$ cat src/rtl/keypad_entry_if.sv
// Display-write and calculator command bundle driven by keypad_entry.
interface keypad_entry_if;
  logic [3:0] dig;
  logic [3:0] pos;
  logic       wr;
  logic [3:0] op_code;
  logic       op_valid;
  logic       clr;
  logic       full;

  modport master (output dig, pos, wr, op_code, op_valid, clr, full);
  modport slave  (input  dig, pos, wr, op_code, op_valid, clr, full);
endinterface

$ cat src/rtl/keypad_entry.sv
// 4x4 keypad scanner/debouncer producing display writes and operator commands.
// Optional auto-repeat of digit/backspace keys is enabled by defining KEYPAD_REPEAT_EN.
module keypad_entry #(
  parameter int SCAN_DIV     = 1000,
  parameter int DEBOUNCE_CYC = 20000,
  parameter int REPEAT_CYC   = 5000000
) (
  input  logic              clock,
  input  logic              reset,
  input  logic [3:0]        col_n,
  output logic [3:0]        row_n,
  keypad_entry_if.master    disp
);
  localparam int DIV_W = (SCAN_DIV > 2) ? $clog2(SCAN_DIV) : 1;
  localparam int DEB_W = (DEBOUNCE_CYC > 2) ? $clog2(DEBOUNCE_CYC) : 1;

  // Empty named blocks flag out-of-range parameters in the elaborated hierarchy.
  if (SCAN_DIV < 4)     begin : g_scan_div_too_small end
  if (DEBOUNCE_CYC < 2) begin : g_debounce_cyc_too_small end
  if (REPEAT_CYC < 1)   begin : g_repeat_cyc_too_small end

  typedef enum logic [1:0] {SCAN, DEBOUNCE, EMIT, WAIT_REL} state_t;

  state_t           state_reg, state_next;
  logic [3:0]       col_s1_reg, col_s2_reg;
  logic [1:0]       row_reg, row_next;
  logic [1:0]       col_reg, col_next;
  logic [DIV_W-1:0] div_reg, div_next;
  logic [DEB_W-1:0] deb_reg, deb_next;
  logic [3:0]       ptr_reg, ptr_next;
  logic [3:0]       dig_reg, dig_next;
  logic [3:0]       pos_reg, pos_next;
  logic [3:0]       op_code_reg, op_code_next;
  logic             wr_reg, wr_next;
  logic             op_valid_reg, op_valid_next;
  logic             clr_reg, clr_next;
  logic             full_reg;

  logic [3:0]       col_hit;
  logic             key_low;
  logic             any_low;
  logic [1:0]       low_col;
  logic [3:0]       code;
  logic             do_action;

`ifdef KEYPAD_REPEAT_EN
  localparam int REP_W = (REPEAT_CYC > 2) ? $clog2(REPEAT_CYC) : 1;
  logic [REP_W-1:0] rep_reg, rep_next;
`endif

  function automatic logic [3:0] key_code(input logic [1:0] r, input logic [1:0] c);
    case ({r, c})
      4'h0: key_code = 4'd1;  4'h1: key_code = 4'd2;  4'h2: key_code = 4'd3;  4'h3: key_code = 4'hA;
      4'h4: key_code = 4'd4;  4'h5: key_code = 4'd5;  4'h6: key_code = 4'd6;  4'h7: key_code = 4'hB;
      4'h8: key_code = 4'd7;  4'h9: key_code = 4'd8;  4'hA: key_code = 4'd9;  4'hB: key_code = 4'hC;
      4'hC: key_code = 4'hE;  4'hD: key_code = 4'd0;  4'hE: key_code = 4'hF;  default: key_code = 4'hD;
    endcase
  endfunction

  assign row_n = ~(4'b0001 << row_reg);
  assign code  = key_code(row_reg, col_reg);

  // Only the latched column matters once a key has been chosen.
  for (genvar gi = 0; gi < 4; gi++) begin : g_col_hit
    assign col_hit[gi] = (col_reg == 2'(gi)) & ~col_s2_reg[gi];
  end
  assign key_low = |col_hit;
  assign any_low = ~&col_s2_reg;

  always_comb begin
    low_col = 2'd0;
    casez (col_s2_reg)
      4'b???0: low_col = 2'd0;
      4'b??01: low_col = 2'd1;
      4'b?011: low_col = 2'd2;
      4'b0111: low_col = 2'd3;
      default: low_col = 2'd0;
    endcase
  end

  always_ff @(posedge clock) begin
    if (!reset) begin
      state_reg    <= SCAN;
      col_s1_reg   <= 4'hF;
      col_s2_reg   <= 4'hF;
      row_reg      <= 2'd0;
      col_reg      <= 2'd0;
      div_reg      <= '0;
      deb_reg      <= '0;
      ptr_reg      <= 4'd0;
      dig_reg      <= 4'd0;
      pos_reg      <= 4'd0;
      op_code_reg  <= 4'd0;
      wr_reg       <= 1'b0;
      op_valid_reg <= 1'b0;
      clr_reg      <= 1'b0;
      full_reg     <= 1'b0;
`ifdef KEYPAD_REPEAT_EN
      rep_reg      <= '0;
`endif
    end else begin
      state_reg    <= state_next;
      col_s1_reg   <= col_n;
      col_s2_reg   <= col_s1_reg;
      row_reg      <= row_next;
      col_reg      <= col_next;
      div_reg      <= div_next;
      deb_reg      <= deb_next;
      ptr_reg      <= ptr_next;
      dig_reg      <= dig_next;
      pos_reg      <= pos_next;
      op_code_reg  <= op_code_next;
      wr_reg       <= wr_next;
      op_valid_reg <= op_valid_next;
      clr_reg      <= clr_next;
      full_reg     <= (ptr_next == 4'd8);
`ifdef KEYPAD_REPEAT_EN
      rep_reg      <= rep_next;
`endif
    end
  end

  always_comb begin
    state_next    = state_reg;
    row_next      = row_reg;
    col_next      = col_reg;
    div_next      = div_reg;
    deb_next      = deb_reg;
    ptr_next      = ptr_reg;
    dig_next      = dig_reg;
    pos_next      = pos_reg;
    op_code_next  = op_code_reg;
    wr_next       = 1'b0;
    op_valid_next = 1'b0;
    clr_next      = 1'b0;
    do_action     = 1'b0;
`ifdef KEYPAD_REPEAT_EN
    rep_next      = rep_reg;
`endif

    case (state_reg)
      SCAN: begin
        if (div_reg == DIV_W'(SCAN_DIV - 1)) begin
          div_next = '0;
          if (any_low) begin
            col_next   = low_col;
            deb_next   = '0;
            state_next = DEBOUNCE;
          end else begin
            row_next = row_reg + 2'd1;
          end
        end else begin
          div_next = div_reg + 1'b1;
        end
      end
      DEBOUNCE: begin
        if (key_low) begin
          if (deb_reg == DEB_W'(DEBOUNCE_CYC - 1)) begin
            deb_next   = '0;
            state_next = EMIT;
          end else begin
            deb_next = deb_reg + 1'b1;
          end
        end else begin
          deb_next   = '0;
          row_next   = row_reg + 2'd1;
          state_next = SCAN;
        end
      end
      EMIT: begin
        do_action  = 1'b1;
        deb_next   = '0;
        state_next = WAIT_REL;
`ifdef KEYPAD_REPEAT_EN
        rep_next   = '0;
`endif
      end
      default: begin
        if (key_low) begin
          deb_next = '0;
`ifdef KEYPAD_REPEAT_EN
          if (rep_reg == REP_W'(REPEAT_CYC - 1)) begin
            rep_next  = '0;
            do_action = (code <= 4'd9) || (code == 4'hB);
          end else begin
            rep_next = rep_reg + 1'b1;
          end
`endif
        end else begin
`ifdef KEYPAD_REPEAT_EN
          rep_next = '0;
`endif
          if (deb_reg == DEB_W'(DEBOUNCE_CYC - 1)) begin
            deb_next   = '0;
            row_next   = row_reg + 2'd1;
            state_next = SCAN;
          end else begin
            deb_next = deb_reg + 1'b1;
          end
        end
      end
    endcase

    // Key action: at most one of wr/op_valid/clr is raised per action.
    if (do_action) begin
      if (code <= 4'd9) begin
        if (ptr_reg != 4'd8) begin
          wr_next  = 1'b1;
          dig_next = code;
          pos_next = ptr_reg;
          ptr_next = ptr_reg + 4'd1;
        end
      end else if (code == 4'hB) begin
        if (ptr_reg != 4'd0) begin
          wr_next  = 1'b1;
          dig_next = 4'd0;
          pos_next = ptr_reg - 4'd1;
          ptr_next = ptr_reg - 4'd1;
        end
      end else if (code == 4'hC) begin
        clr_next = 1'b1;
        ptr_next = 4'd0;
      end else begin
        op_valid_next = 1'b1;
        op_code_next  = code;
        ptr_next      = 4'd0;
      end
    end
  end

  assign disp.dig      = dig_reg;
  assign disp.pos      = pos_reg;
  assign disp.wr       = wr_reg;
  assign disp.op_code  = op_code_reg;
  assign disp.op_valid = op_valid_reg;
  assign disp.clr      = clr_reg;
  assign disp.full     = full_reg;
endmodule

$ cat src/flat_wrapper.sv
// flat-port wrapper written by rule: the top's interface ports become plain ports
module keypad_entry_flat 
#(
  parameter int SCAN_DIV     = 1000,
  parameter int DEBOUNCE_CYC = 20000,
  parameter int REPEAT_CYC   = 5000000
)
  (clock, reset, col_n, row_n, disp_dig, disp_pos, disp_wr, disp_op_code, disp_op_valid, disp_clr, disp_full);
  keypad_entry_if disp_i ();
  input  logic clock;
  input  logic reset;
  input  logic [3:0] col_n;
  output logic [3:0] row_n;
  output wire logic [$bits(disp_i.dig)-1:0] disp_dig;
  output wire logic [$bits(disp_i.pos)-1:0] disp_pos;
  output wire logic [$bits(disp_i.wr)-1:0] disp_wr;
  output wire logic [$bits(disp_i.op_code)-1:0] disp_op_code;
  output wire logic [$bits(disp_i.op_valid)-1:0] disp_op_valid;
  output wire logic [$bits(disp_i.clr)-1:0] disp_clr;
  output wire logic [$bits(disp_i.full)-1:0] disp_full;
  assign disp_dig = disp_i.dig;
  assign disp_pos = disp_i.pos;
  assign disp_wr = disp_i.wr;
  assign disp_op_code = disp_i.op_code;
  assign disp_op_valid = disp_i.op_valid;
  assign disp_clr = disp_i.clr;
  assign disp_full = disp_i.full;
  keypad_entry #(.SCAN_DIV(SCAN_DIV), .DEBOUNCE_CYC(DEBOUNCE_CYC), .REPEAT_CYC(REPEAT_CYC)) u_core (.clock(clock), .reset(reset), .col_n(col_n), .row_n(row_n), .disp(disp_i));
endmodule
$ cat config.mk
export PLATFORM = sky130hd
export DESIGN_NAME = keypad_entry_flat
export DESIGN_NICKNAME = d
export VERILOG_FILES = /design/src/rtl/keypad_entry_if.sv /design/src/rtl/keypad_entry.sv /design/src/flat_wrapper.sv
export SDC_FILE = /design/constraint.sdc
export NUM_CORES = 1
export LEC_CHECK = 0
export ABC_AREA = 1
export ABC_CLOCK_PERIOD_IN_PS = 2400
export CORE_MARGIN = 4
export CORE_UTILIZATION = 45
export DETAILED_ROUTE_END_ITERATION = 10
export DONT_BUFFER_PORTS = 1
export GPL_TIMING_DRIVEN = 0
export HOLD_SLACK_MARGIN = 0.12
export RECOVER_POWER = 100
export SYNTH_ARGS = -nofsm -noshare
export SYNTH_HDL_FRONTEND = slang
export SYNTH_SLANG_ARGS = --single-unit
$ cat constraint.sdc
create_clock -name clock -period 2.4 [get_ports clock]
set_clock_uncertainty 0.05 [all_clocks]
set_input_delay 0.36 -clock clock [delete_from_list [all_inputs] [get_ports clock]]
set_output_delay 0.36 -clock clock [all_outputs]
set_load 0.005 [all_outputs]
# Word-level counts from Yosys, hierarchy flattened
# Memory sizes are Yosys's and may differ from the RTL's.
# Cells that the tools add are included.
# W data, S select, Z words.
# word_totals
ff_bits	59
mem_bits_ro	64
in_bits	6
wordCells	119
n_memories	1
# mem_list
memory	words	width	rd	rd_clocked_by_memory_dff	wr	line	source
(no name shown)	16	4	1	0	0	keypad_entry.sv:52	case ({r, c})
# classes
addsub	5
n_lt_le_gt_ge	1
eq_ne	22
n_shift	1
muxes	41
bitwise	16
n_reduce_logical	17
# ops
op	n
$mux W15	5
$mux W4	13
$pmux W15 S3	1
$mux W2	11
$pmux W2 S3	3
$add A15 B1 Y15 const B	1
$eq A15 B15 Y1 const B	1
$eq A4 B4 Y1 const B	3
$reduce_and A4 Y1	3
$not A1 Y1	11
$add A10 B1 Y10 const B	1
$eq A10 B10 Y1 const B	1
$mux W10	1
$ne A2 B2 Y1 const B	4
$ne A4 B4 Y1 const B	2
$reduce_bool A4 Y1	2
$reduce_or A4 Y1	2
$mux W1	7
$eq A2 B1 Y1 const B	3
$eq A2 B2 Y1 const B	3
$reduce_and A6 Y1	1
$reduce_and A5 Y1	1
$add A4 B1 Y4 const B	1
$and A1 B1 Y1	4
other kinds (14)	18

# Logic depth before layout (Yosys ltp)
# depth
depth_word	6
ltp_mapped	14
depth_no_buf	14

# Least setup slack after synthesis
# Ideal clock, no wire load.
# synth_timing
kind	reg2reg
startpoint	reg u_core.col_reg[0]
endpoint	reg u_core.deb_reg[11]
setup_time_ns	0.113
arrival_time_ns	1.646
required_ns	2.237
slack_ns	0.591
stages_incl_launch_ff	15
synth_period_minus_slack_ns	1.809
path_cell_list	dfxtp_1 > inv_1 > ha_1 > inv_1 > o21ai_0 > nor2_1 > inv_1 > nand2_1 > nand2_1 > nand2_1 > nand2_1 > nand2_4 > inv_1 > nand2_1 > nor2_1
# synth_via
elab_chain_cells	5
# synth_rtl
element	line	source
start: declaration	keypad_entry.sv:27	logic [1:0] col_reg, col_next;
start signal: assignment	keypad_entry.sv:106	col_reg <= col_next;
$eq A2 B1 Y1, or another cell as far along	keypad_entry.sv:65	assign col_hit[gi] = (col_reg == 2'(gi)) & ~col_s2_reg[gi];
$and A1 B1 Y1	keypad_entry.sv:65	
$reduce_or A4 Y1 (*)	keypad_entry.sv:67	assign key_low = |col_hit;
$mux W15, on equally long branches	keypad_entry.sv:179, keypad_entry.sv:157	
$pmux W15 S3 (*)	keypad_entry.sv:141	case (state_reg)
end signal: assignment	keypad_entry.sv:108	deb_reg <= deb_next;
end: declaration	keypad_entry.sv:29	logic [DEB_W-1:0] deb_reg, deb_next;
# Mark *: on every way between the ends. The rest lies on a longest branch, timed or not.
# A chain may end at the register's enable or synchronous reset.

# Worst setup path in the final report
# layout_timing
startpoint	reg u_core.col_reg[0]
endpoint	reg u_core.op_code_reg[0], in the netlist u_core.disp.op_code[0]
# layout_via
elab_chain_cells	4
# layout_rtl
element	line	source
$mem_v2 Z16 W4 (*)	n/a	
$le A4 B4 Y1, or another cell as far along	keypad_entry.sv:206	if (code <= 4'd9) begin
$not A1 Y1 (no source line)	n/a	
$reduce_and A4 Y1 (no source line)	n/a	
end signal: assignment	keypad_entry.sv:112	op_code_reg <= op_code_next;
end: declaration	keypad_entry.sv:33	logic [3:0] op_code_reg, op_code_next;
# Marked as above.

==> results.sh <==
export IMPL_syn_area_mm2=0.00335
export IMPL_maxSlewHeadroom=0.653
export IMPL_cts_tree="built"
export IMPL_numPortBuffers=0
export IMPL_path_cells="inv_1 > ha_1 > nand2_1 > nand3_1 > nand2_1 > nand2_4 > nand2_4 > buf_8 > nand4_2 > nand3_1 > o21ai_0"
export IMPL_grt_pass1_wl_um=12300
export IMPL_synth_seq_area_share=0.353
export IMPL_worstPathMaxFanout=10
export IMPL_worstPathArrival_ns=2.34
export IMPL_dr_first_iter_drc_count=119
export IMPL_antenna_found_initial=0
export IMPL_instances_no_fill=585
export IMPL_slew_viol_final=0
export IMPL_tightest_slew_ns=0.520
export IMPL_outcome="completed"
export IMPL_yosys_area_top_type="dfxtp_1"
export IMPL_grt_max_degree=13
export IMPL_vias_per_cell=4.93
export IMPL_leakage_nw=1.60
export IMPL_diodes=0
export IMPL_ys_async_sr_fraction=0
export IMPL_die_width_um=94.2
export IMPL_root_buffer="clkbuf_8"
export IMPL_fmax_mhz=463
export IMPL_synth_seq_cells=59
export IMPL_grt_pass1_vias=2714
export IMPL_rsz0062_at_grt="no"
export IMPL_crit_path_end_kind="flop"
export IMPL_crit_type="flop to flop"
export IMPL_synth_top_area_frac=0.353
export IMPL_firstDrtPassIters=6
export IMPL_cellPowerDensity_mw_per_mm2=532
export IMPL_placed_area_mm2=0.00347
export IMPL_final_nets=502
export IMPL_hold_depth=3
export IMPL_critPathTopFamily="simple AND/OR/NAND/NOR gates"
export IMPL_design_core_area_mm2=0.00725
export IMPL_syn_area_per_cell_um2=7.18
export IMPL_syn_instance_count=466
export IMPL_drt_antenna_violating_nets=0
export IMPL_slowest_stage="dfxtp_1"
export IMPL_synthToLayoutAreaGrowth_pct=9.84
export IMPL_numCtsBuffers=9
export IMPL_design_area_mm2=0.00367
export IMPL_post_cts_setup_buffers=0
export IMPL_clock_latency_ns=0.34
export IMPL_synth_edff_count=0
export IMPL_critPathMaxStageDelay_ns=0.44
export IMPL_ir_drop_uv=469
export IMPL_crit_path_start_kind="flop"
export IMPL_yosysWarnings=0
export IMPL_post_dp_hpwl_um=5240
export IMPL_netlist_cell_type_count=41
export IMPL_drive_above_1_share=0.115
export IMPL_synth_flop_cell="dfxtp_1"
export IMPL_gp_congestion=0.839
export IMPL_crit_buf_inv=2
export IMPL_rows=31
export IMPL_min_path_type="input pin to flop"
export IMPL_synth_area_leaders="dfxtp_1 (35%), nand2_1 (12%), nor2_1 (6.3%)"
export IMPL_wl_per_cell_um=11.9
export IMPL_clk_path_buf_depth=2
export IMPL_post_route_drc_count=0
export IMPL_pre_cts_ws_ns=0.174
export IMPL_syn_num_nets=487
export IMPL_die_h_um=94.2
export IMPL_finalHoldViolCount=0
export IMPL_drt_wl_total_um=6950
export IMPL_cts_sink_count=59
export IMPL_finalSetupViolCount=0
export IMPL_h_tree_depth=3
export IMPL_place_inst=565
export IMPL_period_share=0.901
export IMPL_start_util=0.461
export IMPL_final_min_clock_period_ns=2.16
export IMPL_reg2reg_depth=11
export IMPL_max_cap_violations=0
export IMPL_overflow=0
export IMPL_cp_required_ns=2.57
export IMPL_track_usage=0.175
export IMPL_largest_register_ffs=15
export IMPL_clk_pin_slew_ns=0.07
export IMPL_crit_cells=11
export IMPL_vias=2885
export IMPL_top_level_ports=26
export IMPL_setup_ws_ns=0.238
export IMPL_fin_setup_tns_ns=0
export IMPL_die_area_mm2=0.00888
==> final timing paths <==
check                             from  slack [ns]                     end
setup / recovery     u_core.col_reg[0]        0.24  u_core.disp.op_code[0]
hold / removal                   reset        0.35      u_core.disp.pos[1]
setup reg to reg     u_core.col_reg[0]        0.24  u_core.disp.op_code[0]
hold reg to reg   u_core.col_s1_reg[2]        0.36    u_core.col_s2_reg[2]
==> stage by stage <==
stage	total power, mW	hold WS, ns	util
finish	1.95	0.345	0.507
global route	2.04	0.357	0.507
CTS	1.99	0.333	0.512
detailed placement	1.07	0.348	0.478
global placement	1.07	0.345	0.478
floorplan	1.05	0.343	-
==> worst reg2reg max path: stages (launching register included) <==
cell     delay, ns
dfxtp_1       0.44
inv_1         0.15
ha_1          0.31
nand2_1       0.07
nand3_1       0.07
nand2_1       0.26
nand2_4       0.14
nand2_4       0.10
buf_8         0.13
nand4_2       0.16
nand3_1       0.10
o21ai_0       0.07
==> power breakdown <==
group	leakage, nW	switching (mW)	internal (mW)
registers	0.478	0.00662	0.989
logic	1.03	0.0323	0.0205
clock network	0.0916	0.422	0.483
==> per-layer routing <==
layer / wire length [um] / track usage / part of all wire
met5: 0 / 0 / 0
met4: 98 / 0.0566 / 0.014
met3: 274 / 0.0489 / 0.039
met2: 3080 / 0.269 / 0.44
met1: 3500 / 0.235 / 0.50
==> placed cells by master, fill, tap and decap left out, types with 5 or more instances in the layout <==
cell type    n
nor2_1      55
nand2_1    108
or2_2        8
o21ai_0     15
o21ai_1      5
inv_1       54
ha_1        15
nor3_1      10
clkbuf_8     9
xor2_1       8
dfxtp_1     59
nand3_1     41
a21oi_1     21
nand2_4      5
nand4_1     19
==> timing repair <==
action	in CTS	in global routing
endpoints found under the hold margin	4	0
setup endpoints to repair	0	5
gates resized for setup	0	1
hold buffers	4	0
==> area by class of cell <==
class,count,area [um2]
fillers,727,3580
multi-input cells,340,1840
flip-flops and latches,59,1180
inverters,57,219
clock buffers,9,124
well taps,99,124
clock inverters,7,78.8
plain buffers,10,63.8
repair buffers,4,40.0
==> kinds of logic after synthesis <==
family	share of synthesized area
flip-flops	0.353
AO/OA/AOI/OAI	0.0744
buffers and inverters	0.0856
adder cells (fa/ha/maj)	0.0561
XOR/XNOR	0.0310
AND/OR/NAND/NOR	0.400
==> synth_stat cells (6+ instances only) <==
library cell / number
o21ai_1: 6
nand4_1: 18
o21ai_0: 14
ha_1: 15
nor3_1: 9
nand2_1: 104
or2_2: 8
nand3_1: 41
a21oi_1: 21
nor2_1: 56
dfxtp_1: 59
xor2_1: 8
inv_1: 52
nand2_4: 7
No activity file was read; power rests on OpenSTA's default activity.
